`src/rtl/simon_controller_if.sv`:
```
// Datapath handshake between the Simon controller (master) and its counter/memory datapath (slave).
interface simon_controller_if;
   logic index_lt_count;
   logic pattern_eq_mem;
   logic pattern_valid;
   logic count_cnt;
   logic count_clr;
   logic index_cnt;
   logic index_clr;
   logic write_en;
   logic load_level;
   logic disp_mem;

   modport master (
      input  index_lt_count,
      input  pattern_eq_mem,
      input  pattern_valid,
      output count_cnt,
      output count_clr,
      output index_cnt,
      output index_clr,
      output write_en,
      output load_level,
      output disp_mem
   );

   modport slave (
      output index_lt_count,
      output pattern_eq_mem,
      output pattern_valid,
      input  count_cnt,
      input  count_clr,
      input  index_cnt,
      input  index_clr,
      input  write_en,
      input  load_level,
      input  disp_mem
   );
endinterface

```
`src/rtl/simon_controller.sv`:
```
// Simon game control FSM: record, play back and check switch patterns against datapath memory.
// Define SIMON_PLAYBACK_HOLD_EN to hold each displayed entry for HOLD_CYCLES clock cycles.
module simon_controller #(
   parameter int unsigned HOLD_CYCLES = 4
) (
   input  logic                       clk,
   input  logic                       rst,
   input  logic                       btn,
   simon_controller_if.master         dp,
   output logic [3:0]                 mode_leds
);

   localparam logic [2:0] StInit     = 3'd0;
   localparam logic [2:0] StInput    = 3'd1;
   localparam logic [2:0] StPlayback = 3'd2;
   localparam logic [2:0] StRepeat   = 3'd3;
   localparam logic [2:0] StDone     = 3'd4;

   localparam logic [5:0] LastRound = 6'd63;

   logic [2:0] state_q, state_d;
   logic       btn_q;
   logic [5:0] round_q, round_d;
   logic       press;
   logic       step;

   logic       count_cnt, count_clr, index_cnt, index_clr;
   logic       write_en, load_level, disp_mem;
   logic [3:0] leds;

   assign press = btn & ~btn_q;

`ifdef SIMON_PLAYBACK_HOLD_EN
   localparam logic [15:0] HoldLast = 16'(HOLD_CYCLES - 1);

   logic [15:0] hold_q, hold_d;

   assign step = (hold_q == HoldLast);

   // Restart the hold on entry to a display state and after every step.
   always_comb begin
      hold_d = '0;
      if ((state_d == StPlayback || state_d == StDone) && state_d == state_q && !step) begin
         hold_d = hold_q + 16'd1;
      end
   end

   always_ff @(posedge clk or posedge rst) begin
      if (rst) begin
         hold_q <= '0;
      end else begin
         hold_q <= hold_d;
      end
   end
`else
   logic unused_hold_cycles;

   assign unused_hold_cycles = (HOLD_CYCLES != 0);
   assign step = 1'b1;
`endif

   always_comb begin
      state_d    = state_q;
      count_cnt  = 1'b0;
      count_clr  = 1'b0;
      index_cnt  = 1'b0;
      index_clr  = 1'b0;
      write_en   = 1'b0;
      load_level = 1'b0;
      disp_mem   = 1'b0;
      leds       = 4'b0000;

      case (state_q)
         StInit: begin
            count_clr  = 1'b1;
            index_clr  = 1'b1;
            load_level = 1'b1;
            state_d    = StInput;
         end
         StInput: begin
            leds = 4'b0001;
            if (press && dp.pattern_valid) begin
               index_clr = 1'b1;
               if (round_q != LastRound) begin
                  write_en  = 1'b1;
                  count_cnt = 1'b1;
                  state_d   = StPlayback;
               end else begin
                  state_d   = StDone;
               end
            end
         end
         StPlayback: begin
            leds     = 4'b0010;
            disp_mem = dp.index_lt_count;
            if (dp.index_lt_count) begin
               index_cnt = step;
            end else begin
               index_clr = 1'b1;
               state_d   = StRepeat;
            end
         end
         StRepeat: begin
            leds = 4'b0100;
            // Round completion takes priority over a coincident press.
            if (!dp.index_lt_count) begin
               index_clr = 1'b1;
               state_d   = StInput;
            end else if (press) begin
               if (dp.pattern_eq_mem) begin
                  index_cnt = 1'b1;
               end else begin
                  index_clr = 1'b1;
                  state_d   = StDone;
               end
            end
         end
         StDone: begin
            leds     = 4'b1000;
            disp_mem = dp.index_lt_count;
            if (step) begin
               index_cnt = dp.index_lt_count;
               index_clr = ~dp.index_lt_count;
            end
         end
         default: begin
            state_d = StInit;
         end
      endcase

      // Outputs are quiet for the whole reset pulse, independent of the state decode.
      if (rst) begin
         count_cnt  = 1'b0;
         count_clr  = 1'b0;
         index_cnt  = 1'b0;
         index_clr  = 1'b0;
         write_en   = 1'b0;
         load_level = 1'b0;
         disp_mem   = 1'b0;
         leds       = 4'b0000;
      end
   end

   always_comb begin
      round_d = round_q;
      if (count_clr) begin
         round_d = '0;
      end else if (count_cnt) begin
         round_d = round_q + 6'd1;
      end
   end

   always_ff @(posedge clk or posedge rst) begin
      if (rst) begin
         state_q <= StInit;
         btn_q   <= 1'b0;
         round_q <= '0;
      end else begin
         state_q <= state_d;
         btn_q   <= btn;
         round_q <= round_d;
      end
   end

   assign dp.count_cnt  = count_cnt;
   assign dp.count_clr  = count_clr;
   assign dp.index_cnt  = index_cnt;
   assign dp.index_clr  = index_clr;
   assign dp.write_en   = write_en;
   assign dp.load_level = load_level;
   assign dp.disp_mem   = disp_mem;
   assign mode_leds     = leds;

endmodule

```
`src/flat_wrapper.sv`:
```
// flat-port wrapper written by rule: the top's interface ports become plain ports
module simon_controller_flat 
#(
   parameter int unsigned HOLD_CYCLES = 4
)
  (clk, rst, btn, mode_leds, dp_index_lt_count, dp_pattern_eq_mem, dp_pattern_valid, dp_count_cnt, dp_count_clr, dp_index_cnt, dp_index_clr, dp_write_en, dp_load_level, dp_disp_mem);
  simon_controller_if dp_i ();
  input  logic clk;
  input  logic rst;
  input  logic btn;
  output logic [3:0] mode_leds;
  input wire logic [$bits(dp_i.index_lt_count)-1:0] dp_index_lt_count;
  input wire logic [$bits(dp_i.pattern_eq_mem)-1:0] dp_pattern_eq_mem;
  input wire logic [$bits(dp_i.pattern_valid)-1:0] dp_pattern_valid;
  output wire logic [$bits(dp_i.count_cnt)-1:0] dp_count_cnt;
  output wire logic [$bits(dp_i.count_clr)-1:0] dp_count_clr;
  output wire logic [$bits(dp_i.index_cnt)-1:0] dp_index_cnt;
  output wire logic [$bits(dp_i.index_clr)-1:0] dp_index_clr;
  output wire logic [$bits(dp_i.write_en)-1:0] dp_write_en;
  output wire logic [$bits(dp_i.load_level)-1:0] dp_load_level;
  output wire logic [$bits(dp_i.disp_mem)-1:0] dp_disp_mem;
  assign dp_i.index_lt_count = dp_index_lt_count;
  assign dp_i.pattern_eq_mem = dp_pattern_eq_mem;
  assign dp_i.pattern_valid = dp_pattern_valid;
  assign dp_count_cnt = dp_i.count_cnt;
  assign dp_count_clr = dp_i.count_clr;
  assign dp_index_cnt = dp_i.index_cnt;
  assign dp_index_clr = dp_i.index_clr;
  assign dp_write_en = dp_i.write_en;
  assign dp_load_level = dp_i.load_level;
  assign dp_disp_mem = dp_i.disp_mem;
  simon_controller #(.HOLD_CYCLES(HOLD_CYCLES)) u_core (.clk(clk), .rst(rst), .btn(btn), .dp(dp_i), .mode_leds(mode_leds));
endmodule
```
`config.mk`:
```
export PLATFORM = sky130hd
export DESIGN_NAME = simon_controller_flat
export DESIGN_NICKNAME = d
export VERILOG_FILES = /design/src/rtl/simon_controller_if.sv /design/src/rtl/simon_controller.sv /design/src/flat_wrapper.sv
export SDC_FILE = /design/constraint.sdc
export NUM_CORES = 1
export LEC_CHECK = 0
export ABC_AREA = 1
export CORE_ASPECT_RATIO = 1.25
export CORE_UTILIZATION = 40
export CTS_BUF_LIST = sky130_fd_sc_hd__clkbuf_8
export DETAILED_ROUTE_END_ITERATION = 7
export GPL_ROUTABILITY_DRIVEN = 0
export GPL_TIMING_DRIVEN = 0
export MAX_ROUTING_LAYER = met4
export PLACE_DENSITY = 0.7
export SYNTH_ARGS = -nofsm -noshare
export SYNTH_HDL_FRONTEND = slang
export SYNTH_SLANG_ARGS = --single-unit
```
`constraint.sdc`:
```
create_clock -name clk -period 4 [get_ports clk]
set_input_delay 0.4 -clock clk [delete_from_list [all_inputs] [get_ports clk]]
set_output_delay 0.4 -clock clk [all_outputs]
set_load 0.02 [all_outputs]
```
# Yosys cells after proc, flatten, opt, wreduce, memory -nomap -nowiden

Index checks and enable logic that the tools add are counted.

Register bits after elaboration: 10
Output and inout bits: 11

Add/sub/neg operators: 1
Eq/ne operators: 9
Mux-type cells: 32
Bitwise gates (word level): 4
Reduce and logical (&&, ||, !) cells: 5

Operators by type and width:

| operator                                                        | number |
|---|---|
| 1-bit two-way mux                                               | 19 |
| 3-bit two-way mux                                               | 6 |
| 4-bit one-hot mux with 4 select lines                           | 1 |
| 3-bit one-hot mux with 5 select lines                           | 1 |
| 6-bit two-way mux                                               | 2 |
| 6-bit by 1-bit adder with 6-bit output, second input constant   | 1 |
| 3-bit by 2-bit == test with 1-bit output, second input constant | 2 |
| 6-bit != test, second input constant                            | 1 |
| 1-bit one-hot mux with 5 select lines                           | 1 |
| 5-bit AND reduction                                             | 1 |
| 4-bit two-way mux                                               | 1 |
| 3-bit by 1-bit == test with 1-bit output, second input constant | 1 |
| 3-bit == test, second input constant                            | 1 |
| 3-bit zero test                                                 | 1 |
| 3-bit by 2-bit != test with 1-bit output, second input constant | 1 |
| 3-bit != test, second input constant                            | 1 |
| 1-bit NOT                                                       | 3 |
| 1-bit one-hot mux with 3 select lines                           | 1 |
| 2-bit by 1-bit != test with 1-bit output, second input constant | 1 |
| 2-bit != test, second input constant                            | 1 |
| 2-bit nonzero test                                              | 1 |
| 2-bit OR reduction                                              | 1 |
| 1-bit bitwise AND                                               | 1 |
| 1-bit logical AND                                               | 1 |

# Depth between registers and ports, before layout

Word-level depth: 8
Mapped depth: 8
Mapped depth without buffers: 8

# Least setup slack after synthesis

Ideal clock, no wire load.

Path kind: register -> output
Start: register u_core.round_q[0]
End: output port dp_write_en
Arrival: 1.301 ns
Required time: 3.600 ns
Slack: 2.299 ns
Cell stages (with the launch flop): 8
Buffers on the path: 1
Cells stage by stage: dfrtp_1 > ha_1 > nand3_2 > inv_1 > nand2_1 > nand3_4 > inv_2 > buf_4

Word-level cells in the longest chain between the ends: 5

RTL lines:

| item                           | RTL line                | source |
|---|---|---|
| start: declaration             | simon_controller.sv:23  | `logic [5:0] round_q, round_d;` |
| start signal: assignment       | simon_controller.sv:161 | `round_q <= round_d;` |
| 6-bit != test                  | simon_controller.sv:84  | `if (round_q != LastRound) begin` |
| 1-bit two-way mux (4 in a row) | -                       |  |
| end: declaration               | flat_wrapper.sv:19      | `output wire logic [$bits(dp_i.write_en)-1:0] dp_write_en;` |

Every way passes these cells.

# Final worst setup path

Start: input port rst
End: output port dp_load_level

Word-level cells in the longest chain between the ends: 1

RTL lines:

| item               | RTL line                | source |
|---|---|---|
| start: declaration | flat_wrapper.sv:9       | `input logic rst;` |
| 1-bit two-way mux  | simon_controller.sv:132 | `if (rst) begin` |
| end: declaration   | flat_wrapper.sv:20      | `output wire logic [$bits(dp_i.load_level)-1:0] dp_load_level;` |

Every way passes these cells.

==> results.py <==
metrics = {
    "sta": {
        "finalWorstSetupSlack_ps": 1310,
        "maximum_operating_frequency_ghz": 0.372,
        "final-hold-violation-count": 0,
        "rsz_0062_raised_after_global_routing": "false",
        "max_slew.worst_pin.slew_ps": 350,
        "final.period_utilization_pct": 67.2,
        "final.setup.tns_ps": 0,
        "drv_slew": 0,
        "timing.slew.headroom_pct": 76.6,
        "timing.final.setup_violations": 0,
        "skew_ps": 3.94,
        "fin_crit_ps": 2690,
    },
    "hold_path": {
        "hold_path.class": "reg2reg",
    },
    "clock_network": {
        "buffer_levels_on_the_longest_clock_path": 2,
        "postCtsSetupBuffers": 0,
        "cts_buffers": 3,
        "clkSlewWorstSetupHoldPaths_ps": 40,
        "cts_htree_levels": 1,
        "clkLatencyLatePin_ps": 240,
        "cts_hold_buf": 0,
        "post_cts_resized": 0,
        "cts_root_buf": "sky130_fd_sc_hd__clkbuf_8",
        "cts_tree": "yes",
        "cts_num_sinks": 10,
    },
    "cells_and_area": {
        "number_of_filler_cells_placed_in_the_layout": 178,
        "final_cell_mix": "sky130_fd_sc_hd__nand2_1, sky130_fd_sc_hd__clkdlybuf4s50_1, sky130_fd_sc_hd__nand3_1",
        "finalNetCount": 137,
        "area_growth_pct": 28.7,
        "final_layout_size_suffix_gt1_share_pct": 20.3,
        "layoutNonFillerInstCount": 147,
        "antenna_cells_inserted": 0,
        "final_common_cell": "sky130_fd_sc_hd__nand2_1",
        "stdcell_area_mm2": 0.00101,
    },
    "logic_synthesis": {
        "ys_async_sr_fraction_pct": 100,
        "post_synth_inst_count": 109,
        "synth_seq_area_share_pct": 31.9,
        "synth_ff_type": "sky130_fd_sc_hd__dfrtp_1",
        "synth.largest_area_cell": "sky130_fd_sc_hd__dfrtp_1",
        "yosys_register_bits": 10,
        "syn_area_um2": 785,
        "synth_fp_nets": 116,
        "netlist-cell-type-count": 23,
        "synth_edf_count": 0,
        "synth_top_area_share_pct": 31.9,
        "yosys_warnings": 0,
        "syn_area_per_cell_um2": 7.20,
        "netlist_top_cells_area": "sky130_fd_sc_hd__dfrtp_1, sky130_fd_sc_hd__nand2_1, sky130_fd_sc_hd__nand3_1",
    },
    "grt": {
        "grt_pass1_wl_mm": 2.90,
        "grt_overflow": 0,
        "grt_start_max_net_pins": 15,
        "antenna_found_initial": 0,
        "number_of_global_route_vias_before_repair": 694,
        "groute.usage.overall_pct": 18.4,
    },
    "routing": {
        "routed-via-count": 734,
        "antenna_violating_nets_post_route": 0,
        "route.detailed.wl_per_inst_um": 11.1,
        "number_of_vias_per_cell_after_detailed_routing": 4.99,
        "drt_wl_total_mm": 1.63,
        "drcViolationCount": 0,
        "drtIter0Drc": 4,
        "drt_pre_antenna_iters": 4,
    },
    "pwr": {
        "combinationalPowerShare_pct": 55.9,
        "sequentialPowerShare_pct": 25.7,
        "swShare_pct": 44.3,
        "switching_power_uw": 249,
        "clockPowerShare_pct": 18.4,
        "ir_worst_vdd_uv": 261,
        "pwr_density_cell_mw_per_mm2": 558,
        "internal_power_uw": 314,
        "leakage_uw": 0.000498,
    },
    "floorplan": {
        "initial_utilization_pct": 43.4,
        "design.portCount": 17,
        "design.core.area_mm2": 0.00181,
        "die_extent_in_y_um": 51.5,
        "rows": 17,
        "chipWidth_um": 41.6,
        "die-area_mm2": 0.00214,
    },
    "critical_path": {
        "kind_of_cell_adding_the_most_delay_to_the_critical_path": "buffers and inverters",
        "critical_path.max_fanout": 14,
        "cp_data_arrival_time_ps": 2290,
        "critical-path-top-cell-by-count": "sky130_fd_sc_hd__clkdlybuf4s50_1",
        "cells_traversed_along_the_worst_timing_path": "clkdlybuf4s50_1, inv_2, nand3_4, inv_4, buf_4, clkdlybuf4s50_1",
        "critical_path.startpoint_type": "primary input",
        "critical_path_type": "in2out",
        "largest_stage_delay_on_the_critical_path_ps": 580,
        "timing.critical_path.required_ps": 3600,
        "worstPathBufferInverterCount": 5,
        "critPathSlowestCell": "sky130_fd_sc_hd__clkdlybuf4s50_1",
        "critical_path.endpoint_type": "primary output",
    },
    "run_status": {
        "status": "finished, final reports clean",
    },
    "run": {
        "max_cap_violations": 0,
    },
    "placement": {
        "dpl_cell_area_um2": 968,
        "buffer_ports.inserted": 16,
        "place_hpwl_mm": 1.25,
        "place_ws_ps": 1280,
        "post-place-cells": 144,
    },
}
## final timing paths
kind                                               start                             to  slack [ps]  cells after the start
max                                                  rst                  dp_load_level        1310                      6
min reg2reg                u_core.round_q[1]$_DFFE_PP0P_  u_core.round_q[1]$_DFFE_PP0P_         560                      2
max in group asynchronous                            rst         u_core.btn_q$_DFF_PP0_        3120                      2
max reg2reg                u_core.round_q[0]$_DFFE_PP0P_  u_core.round_q[4]$_DFFE_PP0P_        2600                      8
min                        u_core.round_q[1]$_DFFE_PP0P_  u_core.round_q[1]$_DFFE_PP0P_         560                      2
min in group asynchronous                            rst  u_core.state_q[0]$_DFFE_PP0P_         620                      2
## through the flow
stage	power (µW)	util, %	hold slack, ps
2_1_floorplan	372	-	227
3_3_place_gp	457	53.6	546
3_5_place_dp	463	53.6	553
4_1_cts	571	55.8	562
5_1_grt	608	55.8	592
6_report	563	55.8	558
## area by class of cell
type | instances | area (µm²) | share of cell area [%]
multi-input cells | 82 | 453 | 44.9
flip-flops and latches | 10 | 250 | 24.8
repair buffers | 16 | 160 | 15.9
inverters | 14 | 55.1 | 5.45
clock buffers | 3 | 41.3 | 4.09
plain buffers | 3 | 26.3 | 2.60
well taps | 19 | 23.8 | 2.35
## worst register-to-register path: cells and delay by family, from the launching register on
kind	cells	cell delay (ps)
simple gates	6	560
flops	1	430
fa+ha+maj	1	230
buf+inv	1	70
## metal layers
| layer | vias up | share of wire (%) | routed length, µm | global-route usage [%] |
|---|---|---|---|---|
| met4 | 0 | 1.9 | 31 | 9.68 |
| met1 | 327 | 43 | 693 | 20.4 |
| met2 | 15 | 52 | 847 | 31.5 |
| met5 | - | 0 | 0 | - |
| met3 | 4 | 3.4 | 56 | 3.13 |
| li1 | 388 | - | - | - |
## registers in the layout, summed over array words and instances (netlist names)
register	cells
u_core.state_q	3
u_core.round_q	6
u_core.btn_q	1
## cells by family after synthesis
family,synth area share (%)
AOI/OAI and AO/OA,8.45
buffers and inverters,10.4
adders and majority gates,1.59
xor gates and xnor gates,1.12
and+or+nand+nor,46.6
DFF,31.9
## synth_stat cells, types with 3 or more instances
library cell and instances:
sky130_fd_sc_hd__dfrtp_1 10, sky130_fd_sc_hd__o21ai_0 3, sky130_fd_sc_hd__nand2_1 31, sky130_fd_sc_hd__nand2_2 3, sky130_fd_sc_hd__nor2_1 11, sky130_fd_sc_hd__inv_1 8, sky130_fd_sc_hd__nand3_1 15, sky130_fd_sc_hd__nand3_4 3
sky130_fd_sc_hd__inv_2 5
## power groups by stage
stage               combinational, µW  clock, µW  sequential [µW]
floorplan                         230          0              142
detailed placement                317          0              145
global placement                  312          0              145
finish                            315        104              145
CTS                               319        108              145
global route                      349        111              148
Note: power is estimated with default switching activity, not from simulation.
